--- config.mk ---
export PLATFORM = sky130hd
export DESIGN_NAME = div4_stream_scheduler
export DESIGN_NICKNAME = d
export VERILOG_FILES = /design/src/rtl/div4_pkg.sv /design/src/rtl/serial_mod4_core.sv /design/src/rtl/div4_stream_scheduler.sv
export SDC_FILE = /design/constraint.sdc
export NUM_CORES = 1
export LEC_CHECK = 0
export ABC_AREA = 1
export BUFFER_PORTS_ARGS = -buffer_cell sky130_fd_sc_hd__buf_2
export CAP_MARGIN = 20
export CORE_MARGIN = 2
export CORE_UTILIZATION = 50
export CTS_CLUSTER_SIZE = 30
export DETAILED_ROUTE_END_ITERATION = 6
export MAX_ROUTING_LAYER = met4
export PLACE_DENSITY_LB_ADDON = 0.05
export SETUP_SLACK_MARGIN = 0.15
export SLEW_MARGIN = 0
export SYNTH_ARGS = -nofsm -noshare
export SYNTH_HDL_FRONTEND = slang
export SYNTH_SLANG_ARGS = --single-unit
--- constraint.sdc ---
create_clock -name clk -period 4 [get_ports clk]
set_clock_uncertainty 0.05 [all_clocks]
set_input_delay 0.8 -clock clk [delete_from_list [all_inputs] [get_ports clk]]
set_output_delay 0.8 -clock clk [all_outputs]
set_load 0.03 [all_outputs]
--- src/rtl/div4_pkg.sv ---
// Shared types and helpers for the mod-4 stream scheduler and its bit-serial engine.
package div4_pkg;

    localparam int REM_W   = 2;
    localparam int MAX_REQ = 16;

    typedef enum logic [1:0] {
        IDLE,
        SHIFT,
        DONE
    } state_t;

    // Bits above the real requester count are zero, so wrapping at 16 yields the
    // same first-set order as wrapping at N_REQ.
    function automatic logic [3:0] rr_pick(input logic [MAX_REQ-1:0] valid,
                                           input logic [3:0]         ptr);
        logic [3:0] pick;
        logic [3:0] idx;
        logic       found;
        pick  = ptr;
        found = 1'b0;
        for (int k = 0; k < MAX_REQ; k++) begin
            idx = ptr + 4'(k);
            if (!found && valid[idx]) begin
                pick  = idx;
                found = 1'b1;
            end
        end
        return pick;
    endfunction

endpackage

--- src/rtl/serial_mod4_core.sv ---
// Bit-serial residue engine: folds one bit per enabled cycle, MSB first, into r mod 4.
module serial_mod4_core
    import div4_pkg::*;
(
    input  logic             clk,
    input  logic             rst,
    input  logic             clr,
    input  logic             en,
    input  logic             bit_in,
    output logic [REM_W-1:0] rem
);

    // (2*r + bit) mod 4 keeps only the old low bit and the new bit.
    always_ff @(posedge clk) begin
        if (rst || clr) begin
            rem <= '0;
        end else if (en) begin
            rem <= {rem[0], bit_in};
        end
    end

endmodule

--- src/rtl/div4_stream_scheduler.sv ---
// Round-robin sequencer that shares one serial mod-4 engine among N_REQ parallel requesters
// and returns residue/div4 results tagged with the requester index.
module div4_stream_scheduler
    import div4_pkg::*;
#(
    parameter int N_REQ = 4,
    parameter int WIDTH = 8,
    parameter int ID_W  = (N_REQ > 1) ? $clog2(N_REQ) : 1
)
(
    input  logic                   clk,
    input  logic                   rst,
    input  logic [N_REQ-1:0]       req_valid,
    input  logic [N_REQ*WIDTH-1:0] req_data,
    output logic [N_REQ-1:0]       req_ready,
    output logic                   resp_valid,
    input  logic                   resp_ready,
    output logic [ID_W-1:0]        resp_id,
    output logic [REM_W-1:0]       resp_rem,
    output logic                   resp_div4,
    output logic                   busy
);

    localparam int CNT_W = $clog2(WIDTH + 1);

    state_t            state;
    logic [ID_W-1:0]   rr_ptr;
    logic [WIDTH-1:0]  shreg;
    logic [CNT_W-1:0]  bit_cnt;
    logic [3:0]        grant;
    logic              any_req;
    logic              accept;
    logic [WIDTH-1:0]  grant_word;
    logic [ID_W-1:0]   next_ptr;
    logic [REM_W-1:0]  rem;

    assign any_req = |req_valid;
    assign grant   = rr_pick(16'(req_valid), 4'(rr_ptr));
    assign accept  = (state == IDLE) && !rst && any_req;

    always_comb begin
        req_ready  = '0;
        grant_word = '0;
        for (int i = 0; i < N_REQ; i++) begin
            if (grant == 4'(i)) begin
                req_ready[i] = accept;
                grant_word   = req_data[i*WIDTH +: WIDTH];
            end
        end
    end

    always_comb begin
        next_ptr = '0;
        if (grant != 4'(N_REQ - 1)) begin
            next_ptr = ID_W'(grant + 4'd1);
        end
    end

    always_ff @(posedge clk) begin
        if (rst) begin
            state   <= IDLE;
            rr_ptr  <= '0;
            shreg   <= '0;
            bit_cnt <= '0;
            resp_id <= '0;
        end else begin
            case (state)
                IDLE: begin
                    if (accept) begin
                        shreg   <= grant_word;
                        bit_cnt <= '0;
                        resp_id <= ID_W'(grant);
                        rr_ptr  <= next_ptr;
                        state   <= SHIFT;
                    end
                end
                SHIFT: begin
                    shreg   <= shreg << 1;
                    bit_cnt <= bit_cnt + CNT_W'(1);
                    if (bit_cnt == CNT_W'(WIDTH - 1)) begin
                        state <= DONE;
                    end
                end
                DONE: begin
                    if (resp_ready) begin
                        state <= IDLE;
                    end
                end
                default: state <= IDLE;
            endcase
        end
    end

    // The engine is cleared on accept and frozen outside SHIFT, so its residue
    // stays stable for the whole DONE hold.
    serial_mod4_core u_core (
        .clk    (clk),
        .rst    (rst),
        .clr    (accept),
        .en     (state == SHIFT),
        .bit_in (shreg[WIDTH-1]),
        .rem    (rem)
    );

    assign resp_valid = (state == DONE);
    assign resp_rem   = rem;
    assign resp_div4  = (state == DONE) && (rem == '0);
    assign busy       = (state != IDLE);

endmodule
# After elaboration in Yosys (flattened, before gate mapping)

Index checks and enable logic that the tools add are counted.

Multiplexer cells: 79
Reductions and logical operators: 44
Eq/ne operators: 10
$lt $le $gt $ge: 16
$add $sub $neg: 17

Operators with widths:

| cell                                                 | count |
|---|---|
| binary-select mux 1 bit (select 4 bit)               | 15 |
| < comparator 4 x 5 -> 1 bit (second input constant)  | 12 |
| two-way mux 4 bit                                    | 15 |
| two-way mux 8 bit                                    | 5 |
| two-way mux 1 bit                                    | 35 |
| logical AND 1 bit                                    | 18 |
| adder 2 x 3 -> 4 bit (second input constant)         | 4 |
| adder 2 x 4 -> 4 bit (second input constant)         | 4 |
| logical NOT 1 bit                                    | 16 |
| case mux 8 bit (2 select lines)                      | 1 |
| < comparator 3 x 5 -> 1 bit (second input constant)  | 3 |
| adder 3 x 3 -> 4 bit (second input constant)         | 2 |
| equality test 4 x 2 -> 1 bit (second input constant) | 2 |
| two-way mux 2 bit                                    | 4 |
| case mux 4 bit (2 select lines)                      | 1 |
| adder 2 x 2 -> 3 bit (second input constant)         | 2 |
| case mux 2 bit (3 select lines)                      | 1 |
| < comparator 2 x 5 -> 1 bit (second input constant)  | 1 |
| adder 3 x 1 -> 4 bit (second input constant)         | 1 |
| adder 3 x 2 -> 4 bit (second input constant)         | 1 |
| adder 4 x 1 -> 4 bit (second input constant)         | 1 |
| equality test 4 x 1 -> 1 bit (second input constant) | 1 |
| equality test 4 x 3 -> 1 bit (second input constant) | 1 |
| logical NOT 2 bit                                    | 2 |
| other kinds (15)                                     | 18 |

Logic and storage cells: 172
Bits of input ports: 39
Output and inout port bits: 11
Register bits after elaboration: 20

# Longest topological paths before layout

Depth after elaboration: 55
Depth in mapped cells: 22
Depth with buffers taken out: 21

# By module

Synthesis repeated with hierarchy kept, for this count alone.

Cells, all modules: 236
Area, all modules: 1,515.2 sq um

Modules (own cells, without submodules):

| module                | times used | cells an instance | sequential area each (sq um) | area each (sq um) |
|---|---|---|---|---|
| div4_stream_scheduler | 1          | 223               | 360.3                        | 1,426.4 |
| serial_mod4_core      | 1          | 13                | 40.0                         | 88.8 |

# Least setup slack after synthesis

OpenSTA, ideal clock, no wires.

Path type: register to output
Start: register rr_ptr[0]
End: output req_ready[2]
Cell stages (with the launch flop): 17
Required time: 3.150 ns
Setup slack: 0.338 ns
Arrival time: 2.812 ns
Cells stage by stage: dfxtp_1 > inv_2 > ha_1 > inv_1 > nand3_1 > nand2_1 > nor2_1 > nand3_1 > nand3_1 > nand2_1 > nand2_1 > nand3_2 > nand2_4 > ha_1 > clkbuf_1 > clkinv_1 > nor2_1

Cells in the longest elaborated chain, start to end: 50
Elaborated cells between the ends (all ways): 109
Classes of those cells: 15 x add/sub; 1 x eq/ne; 63 x mux; 30 x reduce/logical

Ends and longest elaborated chain:

| element                                                                       | line                        | RTL |
|---|---|---|
| start, declared                                                               | div4_stream_scheduler.sv:27 | `logic [ID_W-1:0] rr_ptr;` |
| start signal, assigned                                                        | div4_stream_scheduler.sv:73 | `rr_ptr <= next_ptr;` |
| parallel branches: the longest is 47 deep, another holds adder 2 x 1 -> 3 bit | --                          |  |
| two-way mux 4 bit (*)                                                         | div4_pkg.sv:24              | `if (!found && valid[idx]) begin` |
| equality test 4 x 2 -> 1 bit (*)                                              | div4_stream_scheduler.sv:45 | `if (grant == 4'(i)) begin` |
| two-way mux 1 bit (*)                                                         | div4_stream_scheduler.sv:45 |  |
| end, declared                                                                 | div4_stream_scheduler.sv:15 | `output logic [N_REQ-1:0] req_ready,` |

Mark *: on every way between the ends. The select of a mux whose other input is x is not followed.

# Worst setup path in the final report

Start: register rr_ptr[0]
End: output req_ready[1]

Cells in the longest elaborated chain, start to end: 50
Elaborated cells between the ends (all ways): 109
Classes of those cells: 15 x add/sub; 1 x eq/ne; 63 x mux; 30 x reduce/logical

Ends and longest elaborated chain:

| element                                                                       | line |
|---|---|
| parallel branches: the longest is 47 deep, another holds adder 2 x 1 -> 3 bit | -- |
| two-way mux 4 bit (*)                                                         | div4_pkg.sv:24 |
| equality test 4 x 1 -> 1 bit (*)                                              | div4_stream_scheduler.sv:45 |
| two-way mux 1 bit (*)                                                         | div4_stream_scheduler.sv:45 |

Marked as above.

==> results by group <==
Outcome
  • Outcome: complete, but fails checks
  • Failing checks: DRC

Timing
  • Setup WS post-layout: 0.3234 ns
  • Final setup viols: 0
  • RSZ-0062 raised after global routing: no
  • Clock period minus worst slack: around 3.7 ns
  • Fmax: about 0.27 GHz
  • Final Max Tran Viols: 0
  • Tcrit/Tclk final: approximately 90%
  • Setup TNS: 0 ns
  • Worst-Margin Slew: 0.5978 ns
  • Final Hold Viols: 0
  • Slew HR: between 50% and 60%

Synthesis
  • Post-synth EDFFs: 0
  • Area contributors post-synth: dfxtp_1, nand2_1, nand3_1, a21oi_1, nor2_1
  • Post-Syn Nets: 283
  • Synth top area share: a little over a quarter
  • Post-synth cell types: 34
  • Post-synthesis sequential area ratio: approximately a quarter
  • Synth warn: 0
  • Cells after synthesis: around 240
  • Compound-Gate Fraction of Synth Area: between 10 and 15%
  • Synth Cell Area: 1508 um2
  • Synth async-reset ratio: 0%
  • Synth Flop Type: dfxtp_1
  • Yosys top cell by area: dfxtp_1
  • Adder-cell share of the synthesized area: 4.149%
  • Mux contribution to synthesized area: 0%
  • Post-synthesis simple-gate area fraction: a little under half
  • Post-Synth XOR/XNOR Area: 0%
  • Largest family of logic cells by synthesized area: simple AND/OR/NAND/NOR gates
  • Seq cells post-synth: 20
  • Mean area per synthesized cell: 6.308 um2

Power and ir drop
  • Worst IR drop on VDD: about 0.00060 V
  • Pwr/cell area: approximately 1000 nW/um2
  • Leak Pwr: 0.9768 nW

Worst setup path
  • Largest delay share family, worst path: simple AND/OR/NAND/NOR gates
  • Critical-path maximum fanout: 7
  • Type of destination of the critical path: output port
  • Buf/Inv on CP: 5
  • Startpoint Class: register
  • Critical path arrival: roughly 2.8 ns
  • Crit path largest cell delay: 0.40 ns
  • Cell Chain, Critical Path: inv_2 > ha_4 > inv_1 > nand3_1 > and2_1 > nand4_1 > nand2_1 > nand2_1 > nand3_2 > nand2_4 > inv_4 > ha_4 > clkinvlp_4 > nor2_1 > buf_4
  • CP required: ~3.2 ns
  • CP max stage cell: dfxtp_2
  • Kind of critical path: register to output port

Route
  • First-pass iteration count of the detailed router: 6
  • Initial drt markers: ~110
  • Total wire length: approximately 3800 um
  • Wirelength per Cell: 11.73 um
  • DRC: 3
  • DRT antenna net count: 0
  • Vias post-DR: 1717
  • Via density: about 5.3

GRT
  • First-pass GRT wire length: 6203 um
  • Grt ovf: 0
  • GRT Total Usage: a little under a quarter
  • Vias in the first global route: 1529
  • Largest net degree at the start of global routing: 18
  • Initial antenna violation count: 0

Placement
  • Post-DP HPWL: between 2000 and 3000 um
  • Dpl ws: between 0.2 and 0.25 ns
  • GPL Wtd Cong: 0.8771
  • Port Buffers: between 40 and 50

Clocking
  • CTS buffer count: 3
  • Clock buffer depth: 2
  • Clk_lat worst skew: slightly above 0.3 ns
  • CTS tree: built
  • Clock Tree Root: clkbuf_4
  • Hold buffers post-CTS: 0
  • Clock-pin slew on the worst setup and hold paths: 0.11 ns
  • H-Tree Depth: 1
  • Sinks on Clock Net: 20

Floorplanning
  • Top Ports: 50
  • Die W: between 50 and 60 um
  • Initial Util: approximately 54%
  • Die height: 58.91 um
  • DIE AREA: 3470 um2
  • Rows: 19
  • Placeable Area: between 2000 and 3000 um2

Layout
  • Layout fillers: 273
  • Final nets: between 300 and 400
  • Area of the multi-input gates: ~1100 um2
  • Layout overhead on the synthesized area: 27.88%
  • Finished Core Util: a little under 70%
  • Total area of sequential cells: around 400 um2
  • Layout cell share with drive strength beyond 1: between 30% and 40%
  • Diode count: 0

Min path
  • Min-Delay Path Class: register to register

Run
  • Max_cap viols: 0
synthesized netlist by cell type (all sizes together), types with 4 or more instances:
| library cell | number |
|---|---|
| dfxtp | 20 |
| nand2 | 76 |
| ha | 5 |
| a21oi | 25 |
| clkbuf | 5 |
| nor2 | 34 |
| nand3 | 27 |
| nand4 | 6 |
| o21ai | 4 |
| inv | 20 |
cell families (layout without fill, tap and decap cells):
group                    after synthesis  in the layout
flip-flops                            20             20
AO/OA/AOI/OAI                         38             38
buffers and inverters                 26             82
AND/OR/NAND/NOR                      150            150
adder cells (fa/ha/maj)                5              5
state kept, by name, indices dropped and copies added (netlist names):
name        count
u_core.rem      2
resp_id         2
rr_ptr          2
state           2
shreg           8
bit_cnt         4
what timing repair did:
action                     4_1_cts  5_1_grt
setup endpoints to repair        2        2
resized for setup                4       11
setup buffers                    0        6
pin swaps                        0        1
layout make-up:
type	count	area share [%]
multi-input cells	193	54.57
flip-flops and latches	20	20.90
repair buffers	57	15.96
inverters	21	4.672
well taps	31	2.012
clock buffers	4	1.882
through the flow:
step / hold slack, ns / power [mW] / cell area (um2) / std cells
finish: 0.4211 / 1.941 / 1928 / 326
global route: 0.4649 / 2.129 / 1928 / 326
CTS: 0.4228 / 1.765 / 1841 / 320
detailed placement: 0.4063 / 1.608 / 1788 / 316
global placement: 0.3993 / 1.598 / 1788 / 316
floorplan: 0.3886 / 1.327 / 1508 / 239
placed cells by master (no fill, tap or decap), types with 2 or more instances in the layout:
cell / netlist / final
a21oi_1: 24 / 24
buf_2: 0 / 48
buf_4: 0 / 9
clkbuf_4: 0 / 3
dfxtp_1: 20 / 18
dfxtp_2: 0 / 2
ha_1: 5 / 2
ha_4: 0 / 3
inv_1: 17 / 15
inv_2: 1 / 2
nand2_1: 68 / 68
nand2_2: 3 / 3
nand2_4: 5 / 5
nand3_1: 26 / 25
nand3_2: 1 / 2
nand4_1: 5 / 5
nor2_1: 31 / 28
nor2_2: 1 / 4
nor2_8: 2 / 2
nor3_1: 2 / 2
nor4_1: 2 / 2
o211ai_1: 2 / 2
o21ai_0: 3 / 3
o22ai_1: 2 / 2
final timing paths:
path / from / slack (ns) / endpoint / cells after the start
hold / removal: bit_cnt[3]$_SDFFE_PP0P_ / 0.42 / bit_cnt[3]$_SDFFE_PP0P_ / 2
setup / recovery: rr_ptr[0]$_SDFFE_PP0P_ / 0.32 / req_ready[1] / 15
setup reg to reg: rr_ptr[0]$_SDFFE_PP0P_ / 1.06 / shreg[1]$_SDFFE_PP0P_ / 19
hold reg to reg: bit_cnt[3]$_SDFFE_PP0P_ / 0.42 / bit_cnt[3]$_SDFFE_PP0P_ / 2
tightest hold or removal path: cells and delay by family, from the launching register on:
family             cells  cell delay (ns)
DFF                    1             0.32
AOI/OAI and AO/OA      1             0.05
and+or+nand+nor        1             0.06
power breakdown:
part           internal [mW]  switching (mW)  total (mW)
clock network         0.0556          0.0641       0.120
registers              0.262          0.0424       0.304
logic                  0.575           0.942        1.52
per-layer routing:
metal | vias to the layer above | global-route usage (%) | share of wire, %
met2 | 58 | 39.84 | 47
met1 | 748 | 29.32 | 46
li1 | 907 | - | -
met3 | 4 | 4.615 | 6.4
met5 | - | - | 0
met4 | 0 | 4.221 | 0.55
Note: power is estimated with default switching activity, not from simulation.
